`config.mk`:
```
export PLATFORM = sky130hd
export DESIGN_NAME = adder_share_arb_flat
export DESIGN_NICKNAME = d
export VERILOG_FILES = /design/src/rtl/adder_share_arb_if.sv /design/src/rtl/adder_share_arb.sv /design/src/flat_wrapper.sv
export SDC_FILE = /design/constraint.sdc
export NUM_CORES = 1
export LEC_CHECK = 0
export ABC_AREA = 1
export CAP_MARGIN = 20
export CORE_AREA = 2 2 154 156
export CTS_CLUSTER_DIAMETER = 150
export DETAILED_ROUTE_END_ITERATION = 8
export DIE_AREA = 0 0 156 158
export GPL_TIMING_DRIVEN = 0
export SLEW_MARGIN = 0
export SYNTH_ARGS = -nofsm -noshare
export SYNTH_HDL_FRONTEND = slang
export SYNTH_SLANG_ARGS = --single-unit
```
`constraint.sdc`:
```
create_clock -name clk -period 5.26 [get_ports clk]
set_clock_uncertainty 0.1 [all_clocks]
set_input_delay 1.052 -clock clk [delete_from_list [all_inputs] [get_ports clk]]
set_output_delay 1.052 -clock clk [all_outputs]
set_load 0.02 [all_outputs]
```
`src/rtl/adder_share_arb_if.sv`:
```
// Requester-side bus of adder_share_arb: per-requester request handshake plus one-hot response.
// rsp_cout exists only when ADD_ARB_COUT_EN is defined.
interface adder_share_arb_if #(
  parameter int WIDTH   = 32,
  parameter int NUM_REQ = 4
);
  // Handshake: requester i transfers an operation in any cycle where
  // req_valid[i] && req_ready[i]; it holds valid and operands stable until then.
  // Responses carry no backpressure and must be taken in the cycle rsp_valid shows them.
  logic [NUM_REQ-1:0]       req_valid;
  logic [NUM_REQ-1:0]       req_ready;
  logic [NUM_REQ*WIDTH-1:0] req_op0;
  logic [NUM_REQ*WIDTH-1:0] req_op1;
  logic [NUM_REQ-1:0]       rsp_valid;
  logic [WIDTH-1:0]         rsp_data;
`ifdef ADD_ARB_COUT_EN
  logic                     rsp_cout;
`endif

  modport master (
    output req_valid, req_op0, req_op1,
`ifdef ADD_ARB_COUT_EN
    input  rsp_cout,
`endif
    input  req_ready, rsp_valid, rsp_data
  );

  modport slave (
    input  req_valid, req_op0, req_op1,
`ifdef ADD_ARB_COUT_EN
    output rsp_cout,
`endif
    output req_ready, rsp_valid, rsp_data
  );
endinterface

```
`src/rtl/adder_share_arb.sv`:
```
// Round-robin share of one fixed-latency pipelined adder among NUM_REQ requesters.
// Optional macro ADD_ARB_COUT_EN adds the unsigned carry-out on the response.
module adder_share_arb #(
  parameter int WIDTH   = 32,
  parameter int NUM_REQ = 4,
  parameter int LAT     = 3
) (
  input  logic             clk,
  input  logic             rst,
  adder_share_arb_if.slave bus,
  output logic [WIDTH-1:0] add_op0,
  output logic [WIDTH-1:0] add_op1,
  input  logic [WIDTH-1:0] add_out
);
  localparam int IDW = $clog2(NUM_REQ);

  logic [IDW-1:0] ptr;
  logic [IDW-1:0] grant_id;
  logic           grant;
  int             idx;

  logic [LAT-1:0] tag_vld;
  logic [IDW-1:0] tag_id [LAT];
`ifdef ADD_ARB_COUT_EN
  logic [LAT-1:0] tag_a;
  logic [LAT-1:0] tag_b;
`endif

  // Scan from ptr, wrapping; the first requester found wins.
  always_comb begin
    grant    = 1'b0;
    grant_id = '0;
    idx      = 0;
    if (!rst) begin
      for (int k = 0; k < NUM_REQ; k++) begin
        idx = int'(ptr) + k;
        if (idx >= NUM_REQ) idx = idx - NUM_REQ;
        if (!grant && bus.req_valid[idx]) begin
          grant    = 1'b1;
          grant_id = IDW'(idx);
        end
      end
    end
  end

  always_comb begin
    bus.req_ready = '0;
    add_op0       = '0;
    add_op1       = '0;
    if (grant) begin
      bus.req_ready[grant_id] = 1'b1;
      add_op0 = bus.req_op0[int'(grant_id)*WIDTH +: WIDTH];
      add_op1 = bus.req_op1[int'(grant_id)*WIDTH +: WIDTH];
    end
  end

  // Tag pipe runs in lockstep with the adder; reset drops in-flight tags so their sums are never routed.
  always_ff @(posedge clk or posedge rst) begin
    if (rst) begin
      ptr     <= '0;
      tag_vld <= '0;
      for (int s = 0; s < LAT; s++) tag_id[s] <= '0;
`ifdef ADD_ARB_COUT_EN
      tag_a   <= '0;
      tag_b   <= '0;
`endif
    end else begin
      if (grant) ptr <= IDW'((int'(grant_id) + 1) % NUM_REQ);
      for (int s = LAT-1; s > 0; s--) begin
        tag_vld[s] <= tag_vld[s-1];
        tag_id[s]  <= tag_id[s-1];
`ifdef ADD_ARB_COUT_EN
        tag_a[s]   <= tag_a[s-1];
        tag_b[s]   <= tag_b[s-1];
`endif
      end
      tag_vld[0] <= grant;
      tag_id[0]  <= grant_id;
`ifdef ADD_ARB_COUT_EN
      tag_a[0]   <= add_op0[WIDTH-1];
      tag_b[0]   <= add_op1[WIDTH-1];
`endif
    end
  end

  always_comb begin
    bus.rsp_valid = '0;
    bus.rsp_data  = '0;
    if (tag_vld[LAT-1]) begin
      bus.rsp_valid[tag_id[LAT-1]] = 1'b1;
      bus.rsp_data = add_out;
    end
  end

`ifdef ADD_ARB_COUT_EN
  // Carry out of the MSB column, recovered from the operand MSBs and the sum MSB.
  always_comb begin
    bus.rsp_cout = 1'b0;
    if (tag_vld[LAT-1])
      bus.rsp_cout = (tag_a[LAT-1] & tag_b[LAT-1]) |
                     ((tag_a[LAT-1] | tag_b[LAT-1]) & ~add_out[WIDTH-1]);
  end
`endif
endmodule
```
`src/flat_wrapper.sv`:
```
// flat-port wrapper written by rule: the top's interface ports become plain ports
module adder_share_arb_flat 
#(
  parameter int WIDTH   = 32,
  parameter int NUM_REQ = 4,
  parameter int LAT     = 3
)
  (clk, rst, add_op0, add_op1, add_out, bus_req_valid, bus_req_op0, bus_req_op1, bus_req_ready, bus_rsp_valid, bus_rsp_data);
  adder_share_arb_if #(.WIDTH(WIDTH), .NUM_REQ(NUM_REQ)) bus_i ();
  input  logic clk;
  input  logic rst;
  output logic [WIDTH-1:0] add_op0;
  output logic [WIDTH-1:0] add_op1;
  input  logic [WIDTH-1:0] add_out;
  input wire logic [$bits(bus_i.req_valid)-1:0] bus_req_valid;
  input wire logic [$bits(bus_i.req_op0)-1:0] bus_req_op0;
  input wire logic [$bits(bus_i.req_op1)-1:0] bus_req_op1;
  output wire logic [$bits(bus_i.req_ready)-1:0] bus_req_ready;
  output wire logic [$bits(bus_i.rsp_valid)-1:0] bus_rsp_valid;
  output wire logic [$bits(bus_i.rsp_data)-1:0] bus_rsp_data;
  assign bus_i.req_valid = bus_req_valid;
  assign bus_i.req_op0 = bus_req_op0;
  assign bus_i.req_op1 = bus_req_op1;
  assign bus_req_ready = bus_i.req_ready;
  assign bus_rsp_valid = bus_i.rsp_valid;
  assign bus_rsp_data = bus_i.rsp_data;
  adder_share_arb #(.WIDTH(WIDTH), .NUM_REQ(NUM_REQ), .LAT(LAT)) u_core (.clk(clk), .rst(rst), .bus(bus_i), .add_op0(add_op0), .add_op1(add_op1), .add_out(add_out));
endmodule
```
==> summary.md <==
| Metric | Value |
|---|---|
| EDFF count, synth | 0 |
| Period minus WS final | ~5 ns |
| Avg Inst Size Synth | approximately 4.5 sq um |
| Initial core utilization | 16.9% |
| Largest net degree at the start of global routing | 14 |
| Detailed Place HPWL | 19300 um |
| Area of the mapped netlist | roughly 4000 sq um |
| Mapped Cells | 868 |
| H-Tree Depth | 1 |
| Top cells by area, synth | nand2_1, nor2_1, nand3_1 |
| Clk buf depth | 2 |
| Post-Layout Inst Area | 8350 sq um |
| Top cells by count, synth | nand2_1, nor2_1, nand3_1 |
| Final setup violating endpoints | 0 |
| Final Slew Violations | 0 |
| Layout cell share with drive strength beyond 1 | under 10% |
| Crit Path Class | input port to primary output |
| Pre-CTS WS | -0.0843 ns |
| Synth warnings | 0 |
| Critical Path AT | 3.83 ns |
| Ant diodes | 0 |
| Hold Vio Cnt, Final | 0 |
| CTS Buf Count | 3 |
| Crit path capture type | primary output |
| PnR worst setup slack | approximately 0.28 ns |
| Layout area overhead | 114% |
| Top FF cell, synth | dfrtp_1 |
| Cell taking the most area after synthesis | nand2_1 |
| Die area | 24600 sq um |
| Final worst path period share | between 90% and 100% |
| Yosys top cell area share | 31.5% |
| Crit. Startpoint | bus_req_valid[3] |
| Post-layout total power | 4.06 mW |
| Count leader, synth | nand2_1 |
| Worst slew margin relative to its limit | 65.4% |
| Buffers added on ports | 397 |
| Tot GR Track Use | ~17% |
| Layout Nets | approximately 1600 |
| DRC errors left | 0 |
| Num rows | 56 |
| Power density of the placed cells | between 400 and 500 nW/um^2 |
| Setup TNS | 0 ns |
| Maxcap violations | 0 |
| Core ar. | 23100 sq um |
| Grt ovf | 0 |
| Async S/R FF share, synth | 100% |
| Die width | 156 um |
| IO Count | 398 |
| CTS sink cnt | 11 |
| Die Ht | 158 um |
| Hold Startpoint | u_core.tag_vld[0] |
| CTS clk-pin slew, worst paths | 0.04 ns |
| Peak supply drop | 0.178 mV |
| First-pass GRT wire length | ~33000 um |
| Fill count | roughly 2600 |
| WL per Instance | 14.9 um |
| Worst R2R Start | u_core.ptr[0] |
| Yosys reg bits | 11 |
| Clk root buf | clkbuf_16 |
| Final RePlAce weighted congestion | roughly 0.85 |
| Detailed router's first-iteration violation count | 250 |
| Startpoint Class | input port |
| Dpl cell area | 8240 sq um |
| Clk Latency, worst-skew pair | 0.23 ns |
| CTS tree | built |
| Largest fanout on the critical path | 10 |
| Via count | 6515 |
| Worst-Margin Slew | 0.519 ns |
| Postcts setup bufs | 0 |
| Routed WL | 23200 um |
| Worst hold path type | register to register |
| Vias in the first global route | 6172 |
| Remaining antenna violation count | 0 |
| Max frequency | 0.201 GHz |
| P_leak | 4.37 nW |
| DR vias/cell | roughly 4.2 |
| Synth cell types | 20 |
| Hold WS | 0.243 ns |
| Post-synthesis sequential area ratio | 7.05% |
| Syn nets | about 1200 |
| Initial antenna violation count | 0 |
| TritonRoute pass-1 iters | 4 |
| Worst path required time | 4.11 ns |
| Status | complete, no violations |
-- timing repair --
action | CTS | global route
gates cloned | 0 | 0
hold buffers | 0 | 0
gates resized for setup | 1 | 20
setup endpoints to repair | 1 | 55
-- power breakdown --
group / internal [mW] / switching [mW] / total (mW)
Clock: 0.101 / 0.0329 / 0.134
Combinational: 1.52 / 2.27 / 3.79
Sequential: 0.114 / 0.0143 / 0.128
-- worst max-delay path: stages --
cell             delay [ns]
clkdlybuf4s50_1        0.48
inv_1                  0.05
nand2_1                0.07
nand3_1                0.10
nand2_1                0.10
inv_1                  0.08
nand3_2                0.10
nand2_4                0.09
inv_4                  0.16
clkbuf_4               0.27
buf_2                  0.26
nand3_1                0.12
nand3_1                0.10
nand2_1                0.06
nor2_1                 0.13
clkdlybuf4s50_1        0.63
-- metal layers --
layer	vias up	global-route usage (%)	wire length (um)
met5	-	0	0
met4	0	3.71	449
met3	26	4.02	1970
met2	280	32.2	11300
met1	2820	20.1	9400
li1	3389	-	-
-- worst paths after layout --
path	end	slack, ns	depth (start not counted)
worst min register to register	u_core.tag_vld[1]	0.24	0
worst min-delay path	u_core.tag_vld[1]	0.24	0
worst max-delay path	add_op1[24]	0.28	16
min in group asynchronous	u_core.tag_id[4]	1.06	2
worst max register to register	u_core.ptr[1]	2.62	16
max in group asynchronous	u_core.tag_id[3]	3.65	2
-- through the flow --
stage | instances | utilization [%]
after detailed placement | 1555 | 35.7
final | 1559 | 36.2
after CTS | 1559 | 36.1
after global placement | 1555 | 35.7
after global routing | 1559 | 36.2
after floorplan | 868 | -
-- final cells by class --
type                    count  area, sq um  area share, %
well taps                 290          363           4.35
repair buffers            397         3980           47.7
plain buffers              61          414           4.96
clock buffers               4         78.8          0.945
inverters                 118          448           5.37
multi-input cells         678         2790           33.4
flip-flops and latches     11          275           3.30
-- registers in the layout, summed over array words and instances (netlist names) --
| register | cells |
|---|---|
| u_core.ptr | 2 |
| u_core.tag_id | 6 |
| u_core.tag_vld | 3 |
-- cells in the final DEF (no fill, tap or decap) --
cell,count
buf_4,13
dlymetal6s2s_1,2
nand2_1,328
buf_6,11
buf_2,18
buf_8,1
inv_4,2
inv_2,2
ha_1,4
nand2_4,2
nor2_1,197
clkdlybuf4s50_1,395
nor3_1,4
inv_1,114
clkbuf_4,3
clkbuf_2,7
a21oi_1,1
nand3_2,1
dfrtp_1,11
nor2_2,2
nand2_2,1
clkbuf_1,9
nand3_1,136
clkbuf_16,3
o21ai_0,2
-- cell families (layout without fill, tap and decap cells) --
family / count (synthesis) / after routing / share of synthesized area (%)
AND/OR/NAND/NOR: 671 / 671 / 69.7
buffers and inverters: 179 / 580 / 21.6
AO/OA/AOI/OAI: 3 / 3 / 0.385
adder cells (fa/ha/maj): 4 / 4 / 1.28
flip-flops: 11 / 11 / 7.05
No activity file was read; power rests on OpenSTA's default activity.
